## src/rtl/fetch_pkg.sv

```systemverilog
// Shared types for the instruction fetch controller: FSM states, fetch entry
// layout and the redirect-target classification helper.
package fetch_pkg;

   typedef enum logic [1:0] {
      IDLE  = 2'd0,
      RUN   = 2'd1,
      HALT  = 2'd2,
      FAULT = 2'd3
   } fetch_state_e;

   localparam logic [31:0] WORD_BYTES = 32'd4;

   typedef struct packed {
      logic [31:0] pc;
      logic [31:0] instr;
   } fetch_entry_t;

   // Misalignment outranks the out-of-range check: a bad target always faults.
   function automatic fetch_state_e redirect_state(input logic [31:0] target,
                                                   input logic [31:0] last_addr);
      if (target[1:0] != 2'b00) begin
         return FAULT;
      end else if (target > last_addr) begin
         return HALT;
      end else begin
         return RUN;
      end
   endfunction

endpackage

```

## src/rtl/fetch_queue.sv

```systemverilog
// Two-entry FIFO of fetched {pc, instr} words. Flush overrides push and pop;
// the caller guarantees push only when there is room (or a pop frees it).
module fetch_queue
   import fetch_pkg::*;
(
   input  logic         clk,
   input  logic         rst,
   input  logic         push_i,
   input  logic         pop_i,
   input  logic         flush_i,
   input  fetch_entry_t entry_i,
   output logic [1:0]   count_o,
   output fetch_entry_t head_o
);

   fetch_entry_t slot_q [2];
   logic         head_q, head_d;
   logic [1:0]   count_q, count_d;
   logic         wr_ptr;

   // With two slots the tail is head+count mod 2; when full, the write
   // lands in the head slot that the simultaneous pop is vacating.
   assign wr_ptr = head_q ^ count_q[0];

   always_comb begin
      head_d  = head_q;
      count_d = count_q;
      if (flush_i) begin
         count_d = 2'd0;
      end else begin
         if (pop_i) begin
            head_d = ~head_q;
         end
         count_d = count_q + {1'b0, push_i} - {1'b0, pop_i};
      end
   end

   always_ff @(posedge clk or posedge rst) begin
      if (rst) begin
         head_q  <= 1'b0;
         count_q <= 2'd0;
         for (int i = 0; i < 2; i++) begin
            slot_q[i] <= '0;
         end
      end else begin
         head_q  <= head_d;
         count_q <= count_d;
         if (push_i && !flush_i) begin
            slot_q[wr_ptr] <= entry_i;
         end
      end
   end

   assign count_o = count_q;
   assign head_o  = slot_q[head_q];

endmodule

```

## src/rtl/fetch_controller.sv

```systemverilog
// Instruction fetch sequencer: owns the PC, buffers fetched words for decode
// and handles redirects. Optional counters are enabled by FETCH_PERF_EN.
module fetch_controller
   import fetch_pkg::*;
#(
   parameter logic [31:0] RESET_PC  = 32'h0000_0000,
   parameter logic [31:0] LAST_ADDR = 32'd1020,
   parameter int          DEPTH     = 2
) (
   input  logic        clk,
   input  logic        reset,
   input  logic        start,
   output logic [31:0] imem_addr,
   input  logic [31:0] imem_instr,
   output logic        out_valid,
   input  logic        out_ready,
   output logic [31:0] out_instr,
   output logic [31:0] out_pc,
   input  logic        redirect_valid,
   input  logic [31:0] redirect_pc,
   output logic        halted,
   output logic        fault
`ifdef FETCH_PERF_EN
   ,
   output logic [31:0] fetch_count,
   output logic [31:0] stall_count
`endif
);

   fetch_state_e state_q, state_d;
   logic [31:0]  pc_q, pc_d;
   logic         redir, pop_req, can_accept, push, pop;
   logic [1:0]   count;
   fetch_entry_t head, entry_in;

   if (DEPTH != 2) begin : g_depth_check
      $error("fetch_controller supports DEPTH == 2 only");
   end

   fetch_queue u_queue (
      .clk     (clk),
      .rst     (reset),
      .push_i  (push),
      .pop_i   (pop),
      .flush_i (redir),
      .entry_i (entry_in),
      .count_o (count),
      .head_o  (head)
   );

   // Redirects are ignored once faulted; otherwise they beat push and pop.
   always_comb begin
      redir          = redirect_valid && (state_q != FAULT);
      pop_req        = out_valid && out_ready;
      can_accept     = (count != 2'd2) || pop_req;
      push           = (state_q == RUN) && !redir && can_accept;
      pop            = pop_req && !redir;
      entry_in.pc    = pc_q;
      entry_in.instr = imem_instr;
   end

   always_ff @(posedge clk or posedge reset) begin
      if (reset) begin
         state_q <= IDLE;
         pc_q    <= RESET_PC;
      end else begin
         state_q <= state_d;
         pc_q    <= pc_d;
      end
   end

   always_comb begin
      state_d = state_q;
      pc_d    = pc_q;
      if (redir) begin
         pc_d = redirect_pc;
      end else if (push) begin
         pc_d = pc_q + WORD_BYTES;
      end
      case (state_q)
         IDLE: begin
            if (redir) begin
               state_d = redirect_state(redirect_pc, LAST_ADDR);
            end else if (start) begin
               state_d = RUN;
            end
         end
         RUN: begin
            if (redir) begin
               state_d = redirect_state(redirect_pc, LAST_ADDR);
            end else if (push && (pc_q == LAST_ADDR)) begin
               state_d = HALT;
            end
         end
         HALT: begin
            if (redir) begin
               state_d = redirect_state(redirect_pc, LAST_ADDR);
            end
         end
         default: state_d = FAULT;
      endcase
   end

   always_comb begin
      imem_addr = pc_q;
      out_valid = (count != 2'd0);
      out_pc    = head.pc;
      out_instr = head.instr;
      halted    = (state_q == HALT);
      fault     = (state_q == FAULT);
   end

`ifdef FETCH_PERF_EN
   logic [31:0] fetch_count_q, stall_count_q;

   always_ff @(posedge clk or posedge reset) begin
      if (reset) begin
         fetch_count_q <= 32'd0;
         stall_count_q <= 32'd0;
      end else begin
         if (pop) begin
            fetch_count_q <= fetch_count_q + 32'd1;
         end
         if ((state_q == RUN) && out_valid && !out_ready) begin
            stall_count_q <= stall_count_q + 32'd1;
         end
      end
   end

   assign fetch_count = fetch_count_q;
   assign stall_count = stall_count_q;
`endif

endmodule

```

## config.mk

```make
export PLATFORM = sky130hd
export DESIGN_NAME = fetch_controller
export DESIGN_NICKNAME = d
export VERILOG_FILES = /design/src/rtl/fetch_pkg.sv /design/src/rtl/fetch_queue.sv /design/src/rtl/fetch_controller.sv
export SDC_FILE = /design/constraint.sdc
export NUM_CORES = 1
export LEC_CHECK = 0
export BUFFER_PORTS_ARGS = -buffer_cell sky130_fd_sc_hd__buf_2
export CAP_MARGIN = 10
export CORE_MARGIN = 4
export CORE_UTILIZATION = 40
export CTS_CLUSTER_DIAMETER = 60
export CTS_CLUSTER_SIZE = 14
export DETAILED_ROUTE_END_ITERATION = 12
export GPL_TIMING_DRIVEN = 0
export PLACE_DENSITY = 0.71
export SETUP_SLACK_MARGIN = 0.2
export SYNTH_ARGS = -nofsm -noshare
export SYNTH_HDL_FRONTEND = slang
export SYNTH_HIERARCHICAL = 1
export SYNTH_SLANG_ARGS = --single-unit
```

## constraint.sdc

```tcl
create_clock -name clk -period 6 [get_ports clk]
set_input_delay 0.9 -clock clk [delete_from_list [all_inputs] [get_ports clk]]
set_output_delay 0.9 -clock clk [all_outputs]
set_load 0.05 [all_outputs]
```

# Word level (Yosys, flattened, before mapping)
# Cells that the tools add are included.
[word_totals]
ff_bits = 165
inputBits = 69
wordCells = 62
[classes]
add_sub_neg = 3
magnitude_cmp = 4
n_eq_ne = 9
mux = 17
n_bitwise = 5
reduce_logical = 16
[op_table]
columns = ["op", "count"]
rows = [
  ["64-bit 2-to-1 mux", 4],
  ["128-bit bitwise mux", 1],
  ["64-bit demux with 1-bit select", 1],
  ["32-bit 2-to-1 mux", 2],
  ["32-bit by 3-bit adder with 32-bit output, second input constant", 1],
  ["32-bit by 10-bit equality test with 1-bit output, second input constant", 1],
  ["32-bit by 10-bit greater-than comparator with 1-bit output, second input constant", 1],
  ["2-bit 2-to-1 mux", 8],
  ["1-bit logical AND", 8],
  ["2-bit one-hot mux with 3 select lines", 1],
  ["2-bit nonzero test", 3],
  ["2-bit equality test, second input constant", 2],
  ["2-bit >= comparator, second input constant", 2],
  ["2-bit != test, second input constant", 2],
  ["1-bit NOT with 2-bit output", 2],
  ["3-bit by 1-bit != test with 1-bit output, second input constant", 1],
  ["3-bit by 2-bit != test with 1-bit output, second input constant", 1],
  ["3-bit AND reduction", 1],
  ["2-bit by 1-bit adder with 2-bit output", 1],
  ["2-bit by 1-bit equality test with 1-bit output, second input constant", 1],
  ["2-bit zero test", 1],
  ["2-bit by 1-bit less-than comparator with 1-bit output, second input constant", 1],
  ["2-bit by 1-bit != test with 1-bit output, second input constant", 1],
  ["1-bit NOT", 2],
  ["5 further kinds", 5],
]

# Longest topological paths before layout
[depth]
ltp_word = 9
mapped_depth = 10

# Modules after synthesis
# Netlist, hierarchy kept.
[by_module_without_submodules]
columns = ["module", "instances", "cells_each", "area_per_inst_um2"]
rows = [
  ["fetch_queue", 1, 358, 5949.5],
  ["fetch_controller", 1, 258, 2203.4],
]

# Least setup slack after synthesis
# OpenSTA, ideal clock, no wires.
[synth_timing]
kind = "input -> register"
from = "input port out_ready"
to = "register u_queue/slot_q[39] (netlist name)"
setup_ns = 0.126
arrival_time_ns = 2.521
slack_ns = 3.353
cell_stages = 8
cell_sequence = "or3b_1 nand3_2 inv_2 buf_2 nand3b_1 buf_2 buf_6 mux2_4"
[synth_via]
elab_chain_cells = 4
[synth_lines]
columns = ["element", "line_no", "rtl"]
rows = [
  ["from (decl)", "fetch_controller.sv:16", "input logic out_ready,"],
  ["1-bit logical AND", "fetch_controller.sv:54", "pop_req = out_valid && out_ready;"],
  ["1-bit logical OR", "fetch_controller.sv:55", "can_accept = (count != 2'd2) || pop_req;"],
  ["1-bit logical AND", "fetch_controller.sv:56", "push = (state_q == RUN) && !redir && can_accept;"],
  ["via push", "fetch_controller.sv:32", "logic redir, pop_req, can_accept, push, pop;"],
  ["1-bit logical AND", "fetch_queue.sv:48", "if (push_i && !flush_i) begin"],
  ["to (signal, indexed assignment)", "fetch_queue.sv:49", "slot_q[wr_ptr] <= entry_i;"],
  ["to (decl)", "fetch_queue.sv:16", "fetch_entry_t slot_q [2];"],
]
# The timed path passes the listed nets, and every way through them passes these cells.
# A chain may end at the register's enable or synchronous reset.

# Worst setup path after layout
[layout_timing]
from = "register u_queue.head_q"
to = "output port out_pc[5]"
[layout_via]
elab_chain_cells = 4
[layout_lines]
columns = ["element", "line_no", "rtl"]
rows = [
  ["from (decl)", "fetch_queue.sv:17", "logic head_q, head_d;"],
  ["from (signal assigned)", "fetch_queue.sv:40", "head_q <= 1'b0;"],
  ["from (signal assigned)", "fetch_queue.sv:46", "head_q <= head_d;"],
  ["1-bit NOT with 2-bit output (not written as such)", "fetch_queue.sv:55", "assign head_o = slot_q[head_q];"],
  ["64-bit 2-to-1 mux (not written as such) (3 in a row)", "fetch_queue.sv:55", ""],
  ["to (decl)", "fetch_controller.sv:18", "output logic [31:0] out_pc,"],
]
# Every way passes these cells. The select of a mux whose other input is x is not followed.

==> impl_metrics.json <==
{
  "cp_common_cell": "buf_2",
  "seq_power_share": 0.394,
  "root_buffer": "clkbuf_16",
  "dieArea_um2": 22700,
  "core_area_um2": 19800,
  "whs_ns": 0.471,
  "path_clk_slew_ns": 0.07,
  "p_clk_frac": 0.361,
  "power.share.switching": 0.336,
  "die_h_um": 151,
  "synth-edff-count": 0,
  "synth-simple-area-share": 0.0956,
  "drv_slew": 0,
  "finalClockSkew_ns": 0.00538,
  "dp_cells": 1050,
  "async_flop_share": 1.00,
  "finalPower_mw": 3.35,
  "criticalPathCategory": "reg2out",
  "p_comb_frac": 0.245,
  "overflow": 0,
  "startpoint_type": "register",
  "syn-num-nets": 688,
  "dp_hpwl_um": 15300,
  "antenna_cells": 0,
  "wl_um": 21600,
  "cts_htree_levels": 4,
  "synthAdderAreaFrac": 0.00460,
  "stdcell_count": 1081,
  "p_int_mw": 2.23,
  "clock_latency_ns": 0.42,
  "cap_violations": 0,
  "run_status": "finished clean",
  "cp_max_fo": 10,
  "ios": 168,
  "grt_pass1_wl_um": 33600,
  "die_w_um": 151,
  "setup_violations": 0,
  "synth-compound-area-share": 0.0606,
  "seq_area_frac_synth": 0.506,
  "num_rows": 51,
  "syn-cell-area_um2": 8150,
  "hold_viol": 0,
  "gp_congestion": 0.878,
  "viasPerCell": 5.39,
  "yosys_most_used_dff": "dfrtp_1",
  "drc": 0,
  "cp-end-kind": "output pin",
  "cp_slowest_cell": "buf_2",
  "cts_tree": "yes",
  "worst_slack_ns": 3.03,
  "vdd.ir_drop.worst_mv": 0.183,
  "cts_num_sinks": 165,
  "grtUsageTotal": 0.191,
  "numCtsBuffers": 17,
  "required_ns": 5.10,
  "num_vias": 5828,
  "routedWlPerCell_um": 19.9,
  "period_share": 0.495,
  "rsz0062_at_grt": "false",
  "crit_path_max_incr_delay_ns": 0.40,
  "critPathArrivalTime_ns": 2.07,
  "tightest_slew_ns": 0.860,
  "post_cts_resize_count": 0,
  "synthCells": 616,
  "antenna_found_initial": 0,
  "cts_buffer_depth": 2,
  "yosysWarnings": 6,
  "portBuffers": 167,
  "crit_path_cell_trace": "buf_2, buf_2, mux2_2, buf_2",
  "syn_to_final_growth_pct": 23.1,
  "synth.area.mux_share": 0.293,
  "grt_max_degree": 96,
  "grt_pass1_vias": 5883,
  "synth_top_family_by_area": "multiplexers",
  "postCtsHoldBufs": 0,
  "min_path_type": "in2async",
  "synth_cell_type_count": 58,
  "utilization": 0.507,
  "period_needed_ns": 2.97,
  "post-place-ws_ns": 2.76,
  "ant_nets": 0,
  "ys_ff_latch": 165,
  "synth.avg_cell_area_um2": 13.2,
  "nets": 876,
  "power.density_nw_per_um2": 334,
  "p_sw_mw": 1.13,
  "dr.pass1.iters": 5,
  "drive_gt1_frac": 0.538,
  "postCtsSetupRepairBufs": 0,
  "clock.fmax_mhz": 337,
  "max-slew-margin-rel": 0.426,
  "start_util": 0.412,
  "power_leakage_nw": 5.25,
  "drtIter0Drc": 331,
  "yosys.area_share.xor_xnor": 0.00430
}
-- cells by family (layout without fill, tap and decap cells) --
logic type                 after synthesis  after routing
and+or+nand+nor                        139            139
DFF                                    165            165
buffers and inverters                   44            244
adders and majority gates                3              3
muxes                                  192            192
xor gates and xnor gates                 4              4
AOI/OAI and AO/OA                       69             69
-- cells in the final DEF, fill, tap and decap left out, drive strengths merged, types with 3 or more instances in the layout --
cell,netlist,final
o21ai,14,14
o311ai,12,12
ha,3,3
nor4,14,14
clkinv,1,6
clkbuf,3,20
nand4,12,12
and2,3,3
buf,29,198
a221o,4,4
mux2,192,192
bufinv,0,5
and3,4,4
a32oi,3,3
dfrtp,165,165
a31oi,3,3
nand3,18,18
inv,11,14
nor3,6,6
nand2,51,51
nor2,20,20
a21oi,8,8
a21o,3,3
a22oi,3,3
o211ai,14,14
-- registers in the layout (all words and copies together), names as in the netlist --
name / flops
imem_addr: 32
u_queue/count_o: 2
state_q: 2
u_queue/slot_q: 128
u_queue/head_q: 1
-- cell usage after synthesis, types with 2 or more instances --
cell	count	area, um^2
a21o_1	3	22.5
a21oi_1	8	40.0
a221o_1	4	40.0
a22oi_1	3	22.5
a31oi_1	3	18.8
a32oi_1	3	26.3
and2_0	2	12.5
and3_1	3	18.8
buf_2	13	65.1
buf_6	14	158
clkbuf_1	3	11.3
dfrtp_1	165	4130
ha_1	3	37.5
inv_1	10	37.5
mux2_2	132	1490
mux2_4	60	901
nand2_1	50	188
nand2b_1	2	12.5
nand3_1	14	70.1
nand3_2	4	40.0
nand4_1	9	56.3
nand4_2	2	25.0
nor2_1	18	67.6
nor2_2	2	12.5
nor3_1	4	20.0
nor4_1	11	68.8
nor4_2	2	25.0
o211ai_1	14	105
o21ai_0	11	55.1
o21ai_1	3	15.0
o311ai_0	5	43.8
o311ai_1	7	61.3
or4_1	2	15.0
xnor2_1	2	17.5
xor2_1	2	17.5
-- per-stage QoR --
stage | setup TNS [ns] | cell area, um^2
finish | 0 | 10000
global route | 0 | 10000
CTS | 0 | 10000
detailed placement | 0 | 9380
global placement | -6.60 | 9320
floorplan | 0 | 8150
-- power by group through the flow --
stage	Sequential, mW	Combinational [mW]	Clock (mW)
2_1_floorplan	1.41	0.510	0
3_3_place_gp	1.33	0.815	0
3_5_place_dp	1.34	0.825	0
4_1_cts	1.32	0.830	1.24
5_1_grt	1.34	0.873	1.28
6_report	1.32	0.821	1.21
-- metal layers --
layer | track usage | routed length, um | up-vias
li1 | - | - | 2651
met4 | 0.0440 | 249 | 0
met1 | 0.267 | 9780 | 2929
met3 | 0.0494 | 1600 | 23
met2 | 0.301 | 9930 | 225
met5 | 0 | 0 | -
-- critical path, delay by kind of cell (launching register included) --
kind | cells | cell delay (ns)
flip-flops | 1 | 0.37
multiplexers | 1 | 0.40
buffers and inverters | 3 | 0.86
-- final cells by class --
class	count	area [um^2]
plain buffers	32	245
clock buffers	17	425
clock inverters	14	226
fillers	1694	9750
inverters	12	50.0
multi-input cells	407	3730
flip-flops and latches	165	4130
well taps	265	332
repair buffers	169	891
-- worst paths after layout --
kind	to	start	cells past startpoint	slack, ns
max	out_pc[5]	u_queue/head_q	4	3.03
min	u_queue/slot_q[38]	reset	2	0.47
max reg2reg	u_queue/slot_q[28]	state_q[0]	9	3.11
min reg2reg	u_queue/slot_q[90]	u_queue/slot_q[90]	1	0.50
max in group asynchronous	u_queue/slot_q[28]	reset	3	4.72
min in group clk	u_queue/slot_q[90]	u_queue/slot_q[90]	1	0.50
No activity file was read; power rests on OpenSTA's default activity.
